### src/rtl/btn_pkg.sv
// Shared constants for the push-button conditioning blocks: FSM state encoding
// and default timing for a 100 MHz ck.
package btn_pkg;

    typedef enum logic [2:0] {
        ST_IDLE      = 3'd0,
        ST_PUSH      = 3'd1,
        ST_PRESS_DB  = 3'd2,
        ST_WAIT_HOLD = 3'd3,
        ST_REP_PUSH  = 3'd4,
        ST_REP_WAIT  = 3'd5,
        ST_REL_DB    = 3'd6
    } btn_state_e;

    localparam int DEF_SYNC_STAGES     = 2;
    localparam int DEF_DEBOUNCE_CYCLES = 100_000;     // 1 ms
    localparam int DEF_HOLD_CYCLES     = 50_000_000;  // 500 ms
    localparam int DEF_REPEAT_CYCLES   = 10_000_000;  // 100 ms
    localparam int DEF_TIMER_W         = 27;

endpackage

### src/rtl/bit_synchronizer.sv
// Multi-flop synchroniser for a single raw asynchronous level; q is the last stage.
module bit_synchronizer #(
    parameter int STAGES = 2
) (
    input  logic ck,
    input  logic reset,
    input  logic d,
    output logic q
);

    logic [STAGES-1:0] sync_q;
    logic [STAGES-1:0] sync_d;

    always_comb begin
        sync_d = {sync_q[STAGES-2:0], d};
    end

    always_ff @(posedge ck) begin
        if (reset) begin
            sync_q <= '0;
        end else begin
            sync_q <= sync_d;
        end
    end

    assign q = sync_q[STAGES-1];

endmodule

### src/rtl/button_repeat_pulser.sv
// Push-button conditioner: synchronise, debounce, one push pulse per press,
// plus auto-repeat pulses while the button stays held.
//
//   state     | meaning
//   ----------+-----------------------------------------------
//   IDLE      | waiting for btn_s high
//   PUSH      | press accepted, push pulse requested
//   PRESS_DB  | press debounce, button ignored
//   WAIT_HOLD | held, counting towards the first repeat
//   REP_PUSH  | repeat pulse requested
//   REP_WAIT  | held in repeat mode, counting to next repeat
//   REL_DB    | release debounce, button ignored
module button_repeat_pulser
    import btn_pkg::*;
#(
    parameter int SYNC_STAGES     = DEF_SYNC_STAGES,
    parameter int DEBOUNCE_CYCLES = DEF_DEBOUNCE_CYCLES,
    parameter int HOLD_CYCLES     = DEF_HOLD_CYCLES,
    parameter int REPEAT_CYCLES   = DEF_REPEAT_CYCLES,
    parameter int TIMER_W         = DEF_TIMER_W
) (
    input  logic ck,
    input  logic reset,
    input  logic button,
    output logic push,
    output logic held,
    output logic pressed
);

    localparam logic [TIMER_W-1:0] DB_LAST   = TIMER_W'(DEBOUNCE_CYCLES - 1);
    localparam logic [TIMER_W-1:0] HOLD_LAST = TIMER_W'(HOLD_CYCLES - 1);
    localparam logic [TIMER_W-1:0] REP_LAST  = TIMER_W'(REPEAT_CYCLES - 1);

    logic btn_s;

    btn_state_e         state_q,   state_d;
    logic [TIMER_W-1:0] timer_q,   timer_d;
    logic               push_q,    push_d;
    logic               held_q,    held_d;
    logic               pressed_q, pressed_d;

    bit_synchronizer #(
        .STAGES(SYNC_STAGES)
    ) u_btn_sync (
        .ck   (ck),
        .reset(reset),
        .d    (button),
        .q    (btn_s)
    );

    always_comb begin
        state_d = state_q;
        case (state_q)
            ST_IDLE:      if (btn_s) state_d = ST_PUSH;
            ST_PUSH:      state_d = ST_PRESS_DB;
            ST_PRESS_DB:  if (timer_q == DB_LAST) state_d = ST_WAIT_HOLD;
            ST_WAIT_HOLD: begin
                if (!btn_s)                    state_d = ST_REL_DB;
                else if (timer_q == HOLD_LAST) state_d = ST_REP_PUSH;
            end
            ST_REP_PUSH:  state_d = ST_REP_WAIT;
            ST_REP_WAIT: begin
                if (!btn_s)                   state_d = ST_REL_DB;
                else if (timer_q == REP_LAST) state_d = ST_REP_PUSH;
            end
            ST_REL_DB:    if (timer_q == DB_LAST) state_d = ST_IDLE;
            default:      state_d = ST_IDLE;
        endcase

        timer_d = (state_d != state_q) ? '0 : timer_q + TIMER_W'(1);

        // Outputs are registered decodes of the current state, adding one
        // cycle of latency and keeping button off any output path.
        push_d    = (state_q == ST_PUSH) || (state_q == ST_REP_PUSH);
        held_d    = (state_q == ST_REP_PUSH) || (state_q == ST_REP_WAIT);
        pressed_d = (state_q == ST_PUSH) || (state_q == ST_PRESS_DB) ||
                    (state_q == ST_WAIT_HOLD) || held_d;
    end

    always_ff @(posedge ck) begin
        if (reset) begin
            state_q   <= ST_IDLE;
            timer_q   <= '0;
            push_q    <= 1'b0;
            held_q    <= 1'b0;
            pressed_q <= 1'b0;
        end else begin
            state_q   <= state_d;
            timer_q   <= timer_d;
            push_q    <= push_d;
            held_q    <= held_d;
            pressed_q <= pressed_d;
        end
    end

    assign push    = push_q;
    assign held    = held_q;
    assign pressed = pressed_q;

endmodule

### config.mk
export PLATFORM = sky130hd
export DESIGN_NAME = button_repeat_pulser
export DESIGN_NICKNAME = d
export VERILOG_FILES = /design/src/rtl/btn_pkg.sv /design/src/rtl/bit_synchronizer.sv /design/src/rtl/button_repeat_pulser.sv
export SDC_FILE = /design/constraint.sdc
export NUM_CORES = 1
export LEC_CHECK = 0
export CORE_UTILIZATION = 50
export DETAILED_ROUTE_END_ITERATION = 8
export MAX_ROUTING_LAYER = met4
export PLACE_DENSITY = 0.71
export SLEW_MARGIN = 20
export SYNTH_ARGS = -nofsm -noshare
export SYNTH_HDL_FRONTEND = slang
export SYNTH_HIERARCHICAL = 1
export SYNTH_SLANG_ARGS = --single-unit
### constraint.sdc
create_clock -name ck -period 3.06 [get_ports ck]
set_input_delay 0.612 -clock ck [delete_from_list [all_inputs] [get_ports ck]]
set_output_delay 0.612 -clock ck [all_outputs]
set_load 0.005 [all_outputs]
# After elaboration in Yosys (flattened, before gate mapping)
# Cells that the tools add are included.
[word_totals]
ff_bits = 35
in_bits = 3
out_inout_bits = 3
elab_cells = 32
[classes]
add_sub_neg = 1
eq_ne = 10
muxes = 8
n_reduce_logical = 7
[op_table]
columns = ["cell", "count"]
rows = [
  ["adder 27 x 1 -> 27 bit (second input constant)", 1],
  ["== test 27 x 17 -> 1 bit (second input constant)", 1],
  ["== test 27 x 24 -> 1 bit (second input constant)", 1],
  ["== test 27 x 26 -> 1 bit (second input constant)", 1],
  ["two-way mux 3 bit", 7],
  ["one-hot mux 3 bit (7 select lines)", 1],
  ["== test 3 bit (second input constant)", 3],
  ["== test 3 x 2 -> 1 bit (second input constant)", 2],
  ["logical OR 1 bit", 5],
  ["== test 3 x 1 -> 1 bit (second input constant)", 1],
  ["logical NOT 3 bit", 1],
  ["!= test 3 bit", 1],
  ["OR reduction 2 bit", 1],
]

# Logic depth before layout (Yosys ltp)
# Gate-level depths: netlist of the first run.
[logic_depth]
depth_word = 6
depth_mapped = 7
depth_no_buf = 6

# Modules after synthesis
# Netlist of the first run, hierarchy kept.
[by_module_without_submodules]
columns = ["mod", "n_inst", "cells_each", "area_per_inst_um2", "seq_area_each_um2"]
rows = [
  ["button_repeat_pulser", 1, 205, 1868.0, 660.6],
  ["bit_synchronizer", 1, 4, 52.6, 40.0],
]

# Worst setup path after synthesis of the first run
# Ideal clock, no wire load.
[synth_path]
kind = "register to register"
startpoint = "reg timer_q[20]"
endpoint = "reg timer_q[10]"
setup_ns = 0.142
arrival_ns = 2.146
t_required_ns = 2.918
path_slack_ns = 0.772
path_stages_with_launch = 8
n_path_buf = 2
synth_period_minus_slack_ns = 2.288
cell_sequence = "dfxtp_1 buf_2 or4_1 nor4_4 a31oi_1 a311oi_4 buf_4 a2111oi_0"
[synth_between]
elab_chain_cells = 6
elab_cells_between_ends = 12
cone_classes = "4 x eq/ne; 7 x mux; 1 x reduce/logical"
[synth_lines]
columns = ["element", "line", "text"]
rows = [
  ["from (decl)", "button_repeat_pulser.sv:37", "logic [TIMER_W-1:0] timer_q, timer_d;"],
  ["from (signal assigned)", "button_repeat_pulser.sv:89", "timer_q <= timer_d;"],
  ["== test 27 x 24 -> 1 bit / == test 27 x 26 -> 1 bit (equally long branches)", "button_repeat_pulser.sv:64, button_repeat_pulser.sv:59", ""],
  ["two-way mux 3 bit, on equally long branches", "button_repeat_pulser.sv:64, button_repeat_pulser.sv:59", ""],
  ["two-way mux 3 bit, on equally long branches", "button_repeat_pulser.sv:63, button_repeat_pulser.sv:58", ""],
  ["one-hot mux 3 bit (7 select lines) *", "button_repeat_pulser.sv:53", "case (state_q)"],
  ["!= test 3 bit *", "button_repeat_pulser.sv:70", "timer_d = (state_d != state_q) ? '0 : timer_q + TIMER_W'(1);"],
  ["OR reduction 2 bit (no line) *", "--", ""],
]
# Mark *: on every way between the ends. The rest lies on a longest branch, timed or not.
# A chain may end at the register's enable or synchronous reset.

# Final worst setup path of the first run
[layout_path]
startpoint = "reg timer_q[17]"
endpoint = "reg timer_q[11]"
# Same word-level chain as after synthesis.

==> results of run 1 <==
## worst max-delay path, stage by stage (launching register included)
cell and delay [ps]:
sky130_fd_sc_hd__dfxtp_1 360, sky130_fd_sc_hd__or4_1 590, sky130_fd_sc_hd__nor4b_4 480, sky130_fd_sc_hd__a31oi_1 210
sky130_fd_sc_hd__o31ai_4 830, sky130_fd_sc_hd__a2111oi_0 230
## logic make-up (layout without fill, tap and decap cells)
kind of cell | count (synthesis) | in the layout
adders and majority gates | 1 | 1
buffers and inverters | 20 | 23
DFF | 35 | 35
AOI/OAI and AO/OA | 48 | 48
and+or+nand+nor | 79 | 79
xor gates and xnor gates | 26 | 26
## through the flow
| step | worst slack (ps) | cells |
|---|---|---|
| floorplan | 772 | 209 |
| global placement | 372 | 254 |
| CTS | 222 | 260 |
| global route | -21.6 | 260 |
| detailed placement | 241 | 254 |
| finish | 163 | 260 |
## power by group
group	switching, W	internal [W]
Clock	0.000140	0.000151
Sequential	0.00000807	0.000466
Combinational	0.0000502	0.0000267
## cell usage in the layout, fill, tap and decap left out, types with 2 or more instances in the layout
| cell | synthesis | routed |
|---|---|---|
| sky130_fd_sc_hd__xor2_1 | 12 | 12 |
| sky130_fd_sc_hd__dfxtp_1 | 35 | 35 |
| sky130_fd_sc_hd__a21oi_1 | 5 | 5 |
| sky130_fd_sc_hd__nor2b_1 | 3 | 3 |
| sky130_fd_sc_hd__a2111oi_0 | 25 | 25 |
| sky130_fd_sc_hd__a31oi_1 | 3 | 3 |
| sky130_fd_sc_hd__a21o_1 | 3 | 3 |
| sky130_fd_sc_hd__or4b_2 | 2 | 2 |
| sky130_fd_sc_hd__nand4_1 | 7 | 7 |
| sky130_fd_sc_hd__a2111oi_1 | 2 | 2 |
| sky130_fd_sc_hd__clkdlybuf4s50_1 | 0 | 5 |
| sky130_fd_sc_hd__or3_1 | 2 | 2 |
| sky130_fd_sc_hd__and3_1 | 2 | 2 |
| sky130_fd_sc_hd__clkbuf_8 | 0 | 5 |
| sky130_fd_sc_hd__xnor2_1 | 14 | 14 |
| sky130_fd_sc_hd__o21ai_0 | 2 | 2 |
| sky130_fd_sc_hd__nor3_1 | 8 | 8 |
| sky130_fd_sc_hd__nand2_1 | 15 | 15 |
| sky130_fd_sc_hd__inv_1 | 6 | 6 |
| sky130_fd_sc_hd__nor2_1 | 11 | 11 |
| sky130_fd_sc_hd__nor4_1 | 8 | 8 |
| sky130_fd_sc_hd__buf_4 | 2 | 6 |
| sky130_fd_sc_hd__or4_1 | 4 | 4 |
| sky130_fd_sc_hd__nand3_1 | 10 | 10 |
## worst max path at each step
stage                           startpoint  slack, ps                endpoint
finish              timer_q[17]$_SDFF_PP0_        160  timer_q[11]$_SDFF_PP0_
global route        timer_q[17]$_SDFF_PP0_        -20   timer_q[1]$_SDFF_PP0_
CTS                 timer_q[17]$_SDFF_PP0_        220  timer_q[11]$_SDFF_PP0_
detailed placement  timer_q[17]$_SDFF_PP0_        240  timer_q[11]$_SDFF_PP0_
global placement    timer_q[24]$_SDFF_PP0_        370   timer_q[7]$_SDFF_PP0_
floorplan           timer_q[20]$_SDFF_PP0_        770  timer_q[10]$_SDFF_PP0_
## layer usage
metal | track usage (%) | share of wire, % | up-vias
met4 | 12.5 | 1.7 | 0
met1 | 31.2 | 46 | 796
met2 | 40.0 | 48 | 51
li1 | - | - | 810
met3 | 4.29 | 3.9 | 12
met5 | - | 0 | -
## cell type report
| class | instances | share of cell area (%) |
|---|---|---|
| clock buffers | 6 | 3.50 |
| inverters | 6 | 1.08 |
| multi-input cells | 154 | 54.2 |
| flip-flops and latches | 35 | 33.8 |
| well taps | 48 | 2.89 |
| repair buffers | 11 | 4.58 |
## state kept, by name, summed over array words and instances (netlist names)
register,cells
held,1
state_q,3
u_btn_sync/sync_q,2
pressed,1
push,1
timer_q,27
==> impl_summary.txt, run 1 <==
----------------------------------------------------
[Floorplan]
  Overall die area ... 4090 µm²
  Vert. Die Dim ... 64.0 µm
  Row cnt ... 22
  Die boundary width ... 64.0 µm
  Count of pins on the block boundary ... 6
  Initial standard-cell utilization of the core ... 52.5%
  Core outline area ... 3660 µm²

[Routing]
  Remaining antenna violation count after routing ... 0
  Number of vias in the routed layout ... 1669
  TritonRoute pass-1 iters ... 4
  DR iter-0 viols ... 118
  Per-cell routed wire length ... 16.8 µm
  Via density per instance ... 6.42
  DRC violations left ... 0
  Total length of routed wires ... 4370 µm

[Clock tree]
  Count of hold-fix buffers inserted at cts ... 0
  Register clock-pin slew on the reported worst setup and hold paths ... 60 ps
  CTS tree ... built
  Number of buffers on the longest clock path ... 2
  Resized cells post-CTS ... 0
  Number of buffers inserted by post-CTS setup repair ... 0
  Cell at the root of the clock tree ... sky130_fd_sc_hd__clkbuf_8
  CTS sink cnt ... 35
  H-tree depth reported by CTS ... 2
  Total CTS buffers ... 5
  Insertion delay of the later-clocked pin in the worst-skew pair ... 280 ps

[Timing]
  Worst-case clock skew ... 4.19 ps
  Total negative setup slack ... 0 ps
  Fmax ... 0.345 GHz
  Slew at the pin closest to its max-slew limit ... 946 ps
  Final hold violations ... 0
  Hold Slack ... 457 ps
  Final Critical Period ... 2900 ps
  Pins Over Slew Limit ... 0
  Setup repair after global routing missed its margin ... yes
  Max transition margin ... 36.9%
  Final critical-path share of the clock period ... 94.7%
  Final setup violating endpoints ... 0

[GRT]
  Total global routing overflow ... 0
  Global-route wire length before repair ... 7800 µm
  Vias in the first global route ... 1650
  Overall Global Routing Usage ... 25.3%
  Number of antenna violations at the first check in global routing ... 0
  Pin count of the biggest net entering global routing ... 37

[Yosys]
  Synth Area in Adders ... 0.651%
  Library cell with the largest summed area after synthesis ... sky130_fd_sc_hd__dfxtp_1
  Share of the synthesized area in compound gates (AO/OA/AOI/OAI) ... 21.4%
  Synthesized instance count ... 209
  Number of distinct library cells after synthesis ... 41
  Synth async-reset ratio ... 0%
  Primary FF master, synth ... sky130_fd_sc_hd__dfxtp_1
  Synth Register Bits ... 35
  Number of warnings reported in the yosys synthesis log ... 6
  Count of flip-flops with a built-in enable after synthesis ... 0
  Part of the Yosys area used for sequential elements ... 36.5%
  Leading cell type by number of instances after synthesis ... sky130_fd_sc_hd__dfxtp_1
  Number of nets in the synthesized netlist ... 213
  Most used standard cells in the synthesized netlist ... sky130_fd_sc_hd__dfxtp_1, sky130_fd_sc_hd__a2111oi_0, sky130_fd_sc_hd__nand2_1
  Post-synth top area share ... 36.5%
  Post-synthesis average cell area ... 9.19 µm²
  Combinational family with the most area after synthesis ... simple AND/OR/NAND/NOR gates
  Post-Syn Area ... 1920 µm²
  Post-synthesis share of cell area spent on xor and xnor gates ... 11.9%
  Area fraction in and, or, nand and nor cells after synthesis ... 24.6%
  Ranking of synthesized cells by area ... sky130_fd_sc_hd__dfxtp_1, sky130_fd_sc_hd__a2111oi_0, sky130_fd_sc_hd__xnor2_1
  Portion of netlist area occupied by mux cells ... 0%

[Setup path]
  Worst Setup Path Type ... flip-flop to flip-flop
  CP Data Arrival Time ... 2990 ps
  Reg-to-reg setup timing slack ... 160 ps
  Worst R2R Start ... timer_q[17]$_SDFF_PP0_
  Largest fanout on the critical path ... 27
  Kind of end point of the critical path ... flip-flop
  Sort of element at the start of the critical path ... flip-flop
  Data required time of the worst path ... 3150 ps
  Count of cells along the worst register-to-register path ... 5
  Reg-to-reg critical path endpoint ... timer_q[11]$_SDFF_PP0_

[Final layout]
  Final Net Count ... 217
  Final core occ ... 56.7%
  Area growth, synth to finish ... 8.08%
  Sequential cell area ... 701 µm²
  Share of final-layout standard cells stronger than drive strength 1 ... 8.96%
  Antenna cells ... 0
  # fillers ... 332
  Area of the multi-input gates ... 1120 µm²
  Final standard cell area without fillers ... 2080 µm²

[Pwr]
  Leakage power ... 0.584 nW
  Pwr/cell area ... 406 nW/µm²
  Largest vdd supply drop ... 0.317 mV
  Power after layout ... 0.000842 W

[Placement]
  Detailed placement HPWL ... 3000 µm
  Number of buffers inserted by port buffering ... 5
  RePlAce Congestion ... 0.884
  Placed Area ... 2000 µm²

[Hold path]
  Hold Crit Start ... u_btn_sync/sync_q[0]$_SDFF_PP0_
  Worst hold path class ... flip-flop to flip-flop
  Hold Path Sink ... u_btn_sync/sync_q[1]$_SDFF_PP0_
  Hold depth ... 1

[Status]
  Outcome ... finished, final reports clean

[Flow run]
  Max-cap viol count ... 0

----------------------------------------------------
Power figures use the tool's default switching activity.
==> inputs of run 2 (changes only) <==
PLACE_DENSITY = 0.67   (was 0.71)
REMOVE_ABC_BUFFERS = 1   (was unset)
==> run 2 against run 1 <==
Compared with the run above:
- non-clock buffer count increased by 1
- register-to-register slack better by 80 ps
- global-route usage decreased by 1.1 points
- maximum frequency increased by 2.7%
- sequential share of layout area fell by 0.30 points
- cell count is 1.2% higher
- worst setup slack better by 77 ps
- sequential cell count is the same
- largest power group unchanged
- highest routed layer unchanged
==> impl_summary.txt, run 2 (same netlist as run 1, synthesis figures left out) <==
----------------------------------------------------
[Floorplan]
  Row cnt ... 22
  Die boundary width ... 64.0 µm
  Count of pins on the block boundary ... 6
  Core outline area ... 3660 µm²
  Vert. Die Dim ... 64.0 µm
  Overall die area ... 4090 µm²
  Initial standard-cell utilization of the core ... 52.5%

[Timing]
  Fmax ... 0.355 GHz
  Total negative setup slack ... 0 ps
  Final hold violations ... 0
  Final critical-path share of the clock period ... 92.1%
  Setup repair after global routing missed its margin ... no
  Final Critical Period ... 2820 ps
  Slew at the pin closest to its max-slew limit ... 987 ps
  Pins Over Slew Limit ... 0
  Max transition margin ... 34.2%
  Final setup violating endpoints ... 0
  Worst-case clock skew ... 3.72 ps

[Setup path]
  CP cell instances ... or4_1 > nor4b_4 > a31oi_1 > o31ai_4 > a2111oi_0
  Data required time of the worst path ... 3170 ps
  Worst Setup Path Type ... flip-flop to flip-flop
  Buffers and inverters on the worst path ... 0
  Worst R2R Start ... timer_q[17]$_SDFF_PP0_
  Crit path largest cell delay ... 820 ps
  Top delay family on crit path ... compound AO/OA/AOI/OAI gates
  CP Data Arrival Time ... 2930 ps
  Kind of end point of the critical path ... flip-flop
  Worst setup startpoint ... timer_q[17]$_SDFF_PP0_
  Sort of element at the start of the critical path ... flip-flop
  Largest fanout on the critical path ... 27
  CP max-delay cell ... sky130_fd_sc_hd__o31ai_4

[Clock tree]
  Total CTS buffers ... 5
  Register clock-pin slew on the reported worst setup and hold paths ... 70 ps
  Count of hold-fix buffers inserted at cts ... 0
  Number of buffers on the longest clock path ... 2
  H-tree depth reported by CTS ... 2
  Cell at the root of the clock tree ... sky130_fd_sc_hd__clkbuf_8
  CTS sink cnt ... 35
  Number of buffers inserted by post-CTS setup repair ... 0
  Resized cells post-CTS ... 0
  Insertion delay of the later-clocked pin in the worst-skew pair ... 290 ps
  CTS tree ... built

[Placement]
  RePlAce Congestion ... 0.939
  Number of buffers inserted by port buffering ... 5
  Detailed placement HPWL ... 2990 µm

[Routing]
  Total length of routed wires ... 4410 µm
  Via density per instance ... 6.39
  Per-cell routed wire length ... 16.8 µm
  Number of vias in the routed layout ... 1681
  Remaining antenna violation count after routing ... 0
  TritonRoute pass-1 iters ... 4
  DR iter-0 viols ... 170
  DRC violations left ... 0

[Pwr]
  Power after layout ... 0.000875 W
  Leakage power ... 0.601 nW
  Pwr/cell area ... 418 nW/µm²
  Largest vdd supply drop ... 0.269 mV

[Status]
  Outcome ... finished, final reports clean

[GRT]
  Pin count of the biggest net entering global routing ... 37
  Number of antenna violations at the first check in global routing ... 0
  Overall Global Routing Usage ... 24.2%
  Global-route wire length before repair ... 7600 µm
  Vias in the first global route ... 1663
  Total global routing overflow ... 0

[Final layout]
  Commonest non-fill, non-tap cell in the layout ... sky130_fd_sc_hd__dfxtp_1
  Area growth, synth to finish ... 9.06%
  Most frequent cells in the layout ... sky130_fd_sc_hd__dfxtp_1, sky130_fd_sc_hd__a2111oi_0, sky130_fd_sc_hd__nand2_1
  Final Net Count ... 218
  Largest register by flop count ... timer_q
  # fillers ... 336
  Flip-flop count of the largest register, all copies and words added ... 27
  Antenna cells ... 0
  Share of final-layout standard cells stronger than drive strength 1 ... 10.7%
  Largest regs ... timer_q (27), state_q (3), u_btn_sync/sync_q (2)

[Hold path]
  Worst hold path class ... flip-flop to flip-flop
  Hold Crit Start ... u_btn_sync/sync_q[0]$_SDFF_PP0_

[Flow run]
  Max-cap viol count ... 0

----------------------------------------------------
==> run 2: cell count changes in the layout (fill, tap and decap cells not counted) <==
cell	previous run	this run
sky130_fd_sc_hd__buf_4	6	7
sky130_fd_sc_hd__clkbuf_1	1	0
sky130_fd_sc_hd__clkinv_2	0	3
==> run 2: metal layers <==
metal,routed length (µm),global-route usage [%],up-vias
li1,-,-,827
met4,42,10.5,0
met1,2080,29.9,797
met2,2060,38.3,51
met5,0,-,-
met3,228,4.64,6
==> run 2: area by class of cell <==
class	count	area [µm²]	area share [%]
sequential	35	701	33.5
timing repair buffer	12	103	4.90
inverter	6	22.5	1.08
clock inverter	3	15.0	0.717
multi-input combinational	154	1120	53.7
clock buffer	5	68.8	3.29
tap	48	60.1	2.87
==> run 2: where the power goes <==
group,switching [W],internal (W)
combinational,0.0000515,0.0000266
clock,0.000169,0.000156
sequential,0.00000782,0.000465
total,0.000228,0.000647
==> run 2: worst paths after layout <==
path	end	slack, ps	depth (start not counted)
worst max-delay path	timer_q[7]$_SDFF_PP0_	240	5
worst min-delay path	u_btn_sync/sync_q[1]$_SDFF_PP0_	460	1
worst max register to register	timer_q[7]$_SDFF_PP0_	240	5
worst min register to register	u_btn_sync/sync_q[1]$_SDFF_PP0_	460	1
==> run 2: worst register-to-register path, delay by kind of cell (launching register included) <==
family          cells  cell delay (ps)
simple gates        2             1030
flops               1              360
compound gates      3             1250
==> run 2: stage by stage <==
stage / hold slack, ps / util (%) / setup slack (ps) / area, µm² / std cells
detailed placement: 448 / 54.9 / 292 / 2010 / 255
finish: 462 / 57.2 / 240 / 2090 / 263
global route: 472 / 57.2 / 83.6 / 2090 / 263
global placement: 419 / 54.9 / 382 / 2010 / 255
CTS: 460 / 57.2 / 277 / 2090 / 263
floorplan: 414 / - / 432 / 1850 / 195
==> inputs of run 3 (changes only) <==
CAP_MARGIN = 20   (was unset)
CORE_UTILIZATION = 30   (was 50)
PLACE_DENSITY = unset   (was 0.67)
RECOVER_POWER = 25   (was unset)
==> run 3 against run 2 <==
Compared with the run above:
- worst setup slack improved by 170 ps
- total power grew 5.0%
- combinational power is 3.7% higher
- wire length grew 3.6%
- critical endpoint is now timer_q[0]$_SDFF_PP0_
- largest power group unchanged
==> impl_summary.txt, run 3 (same netlist as run 1, synthesis figures left out) <==
----------------------------------------------------
[Placement]
  Number of buffers inserted by port buffering ... 5
  RePlAce Congestion ... 0.851
  Placed cell count ... 285
  Placed Area ... 2070 µm²
  Setup Slack @ Placement ... 289 ps
  Detailed placement HPWL ... 3020 µm

[Timing]
  Final critical-path share of the clock period ... 86.6%
  PnR worst setup slack ... 411 ps
  Fmax ... 0.378 GHz
  Worst-case clock skew ... 6.74 ps
  Setup repair after global routing missed its margin ... no
  Final setup violating endpoints ... 0
  Final hold violations ... 0
  Slew at the pin closest to its max-slew limit ... 670 ps
  Max transition margin ... 55.3%
  Final Critical Period ... 2650 ps
  Total negative setup slack ... 0 ps
  Pins Over Slew Limit ... 0

[Routing]
  Number of vias in the routed layout ... 1711
  Via density per instance ... 5.82
  DRC violations left ... 0
  TritonRoute pass-1 iters ... 4
  Total length of routed wires ... 4570 µm
  DR iter-0 viols ... 103
  Remaining antenna violation count after routing ... 0
  Per-cell routed wire length ... 15.5 µm

[Floorplan]
  Die boundary width ... 82.0 µm
  Initial standard-cell utilization of the core ... 31.7%
  Vert. Die Dim ... 82.0 µm
  Count of pins on the block boundary ... 6
  Row cnt ... 28
  Core outline area ... 6060 µm²
  Overall die area ... 6730 µm²

[GRT]
  Vias in the first global route ... 1586
  Number of antenna violations at the first check in global routing ... 0
  Highest-utilization routing layer at the global route stage ... met2
  Grt met1 use ... 20.4%
  Pin count of the biggest net entering global routing ... 37
  Met3 capacity usage during global routing ... 2.44%
  Global-route wire length before repair ... 7720 µm
  GR Layer Usage met2 ... 23.6%
  Total global routing overflow ... 0
  Overall Global Routing Usage ... 15.4%

[Final layout]
  Antenna cells ... 0
  Final Net Count ... 222
  Largest regs ... timer_q (27), state_q (3), u_btn_sync/sync_q (2)
  Most frequent cells in the layout ... sky130_fd_sc_hd__dfxtp_1, sky130_fd_sc_hd__a2111oi_0, sky130_fd_sc_hd__nand2_1
  Largest register by flop count ... timer_q
  Share of final-layout standard cells stronger than drive strength 1 ... 11.4%
  # fillers ... 621
  Flip-flop count of the largest register, all copies and words added ... 27
  Sequential cell area ... 701 µm²
  Commonest non-fill, non-tap cell in the layout ... sky130_fd_sc_hd__dfxtp_1
  Area growth, synth to finish ... 13.2%
  Area of the multi-input gates ... 1120 µm²
  Final core occ ... 35.9%
  Final instance count without filler cells ... 294
  Final standard cell area without fillers ... 2170 µm²

[Setup path]
  Reg-to-reg setup timing slack ... 410 ps
  CP max-delay cell ... sky130_fd_sc_hd__nor4_1
  Data required time of the worst path ... 3230 ps
  Number of cells on the critical path ... 8
  Kind of end point of the critical path ... flip-flop
  Worst setup startpoint ... timer_q[0]$_SDFF_PP0_
  Largest fanout on the critical path ... 15
  Buffers and inverters on the worst path ... 2
  CP Data Arrival Time ... 2810 ps
  Worst R2R Start ... timer_q[0]$_SDFF_PP0_
  Count of cells along the worst register-to-register path ... 8
  Reg-to-reg critical path endpoint ... timer_q[0]$_SDFF_PP0_
  CP cell instances ... ha_1 > nand4_1 > clkbuf_1 > nor4_1 > a21o_1 > a311oi_4 > buf_6 > a2111oi_0
  Crit path largest cell delay ... 450 ps
  Top delay family on crit path ... compound AO/OA/AOI/OAI gates
  Worst Setup Path Type ... flip-flop to flip-flop
  Sort of element at the start of the critical path ... flip-flop
  Critical path endpoint ... timer_q[0]$_SDFF_PP0_

[Clock tree]
  Insertion delay of the later-clocked pin in the worst-skew pair ... 280 ps
  Cell at the root of the clock tree ... sky130_fd_sc_hd__clkbuf_8
  CTS sink cnt ... 35
  CTS tree ... built
  H-tree depth reported by CTS ... 2
  Count of hold-fix buffers inserted at cts ... 0
  Number of buffers inserted by post-CTS setup repair ... 0
  Register clock-pin slew on the reported worst setup and hold paths ... 70 ps
  Resized cells post-CTS ... 0
  Number of buffers on the longest clock path ... 2
  Total CTS buffers ... 5

[Status]
  Outcome ... finished, final reports clean

[Pwr]
  Leakage power ... 0.634 nW
  Pwr/cell area ... 422 nW/µm²
  Largest vdd supply drop ... 0.213 mV

[Hold path]
  Worst hold path class ... flip-flop to flip-flop
  Hold Crit Start ... u_btn_sync/sync_q[0]$_SDFF_PP0_

[Flow run]
  Max-cap viol count ... 0

----------------------------------------------------
==> run 3: cell count changes in the layout (fill, tap and decap cells not counted), sizes merged <==
cell / delta
buf: +3
clkinv: -3
clkbuf: +4
clkdlybuf4s50: -4
dlygate4sd3: +4
==> run 3: metrics by stage <==
step | power (W) | hold WS, ps
2_1_floorplan | 0.000530 | 414
3_3_place_gp | 0.000562 | 421
3_5_place_dp | 0.000562 | 431
4_1_cts | 0.000928 | 447
5_1_grt | 0.000959 | 476
6_report | 0.000919 | 440
==> run 3: power by group <==
part,switching [W],leakage (nW),internal [W],total [W]
Clock,0.000159,0.0515,0.000205,0.000365
Combinational,0.0000526,0.300,0.0000284,0.0000810
Sequential,0.00000802,0.283,0.000465,0.000473
Total,0.000220,0.634,0.000699,0.000919
==> run 3: final cells by class <==
type / count / area share, %
multi-input combinational: 154 / 51.7
sequential: 35 / 32.2
timing repair buffer: 16 / 6.10
clock buffer: 8 / 4.60
tap: 75 / 4.32
inverter: 6 / 1.04
==> run 3: per-layer routing <==
metal | routed length, µm | part of all wire [%] | vias to the layer above
met2 | 2110 | 46 | 49
met4 | 39 | 0.85 | 0
met5 | 0 | 0 | -
li1 | - | - | 830
met3 | 205 | 4.5 | 4
met1 | 2210 | 48 | 828
==> run 3: worst min path at each step <==
stage                                      endpoint  slack (ps)  cells after the start
global route        u_btn_sync/sync_q[1]$_SDFF_PP0_         480                      1
finish              u_btn_sync/sync_q[1]$_SDFF_PP0_         440                      1
detailed placement  u_btn_sync/sync_q[1]$_SDFF_PP0_         430                      1
floorplan           u_btn_sync/sync_q[1]$_SDFF_PP0_         410                      1
CTS                 u_btn_sync/sync_q[1]$_SDFF_PP0_         450                      1
global placement    u_btn_sync/sync_q[1]$_SDFF_PP0_         420                      1
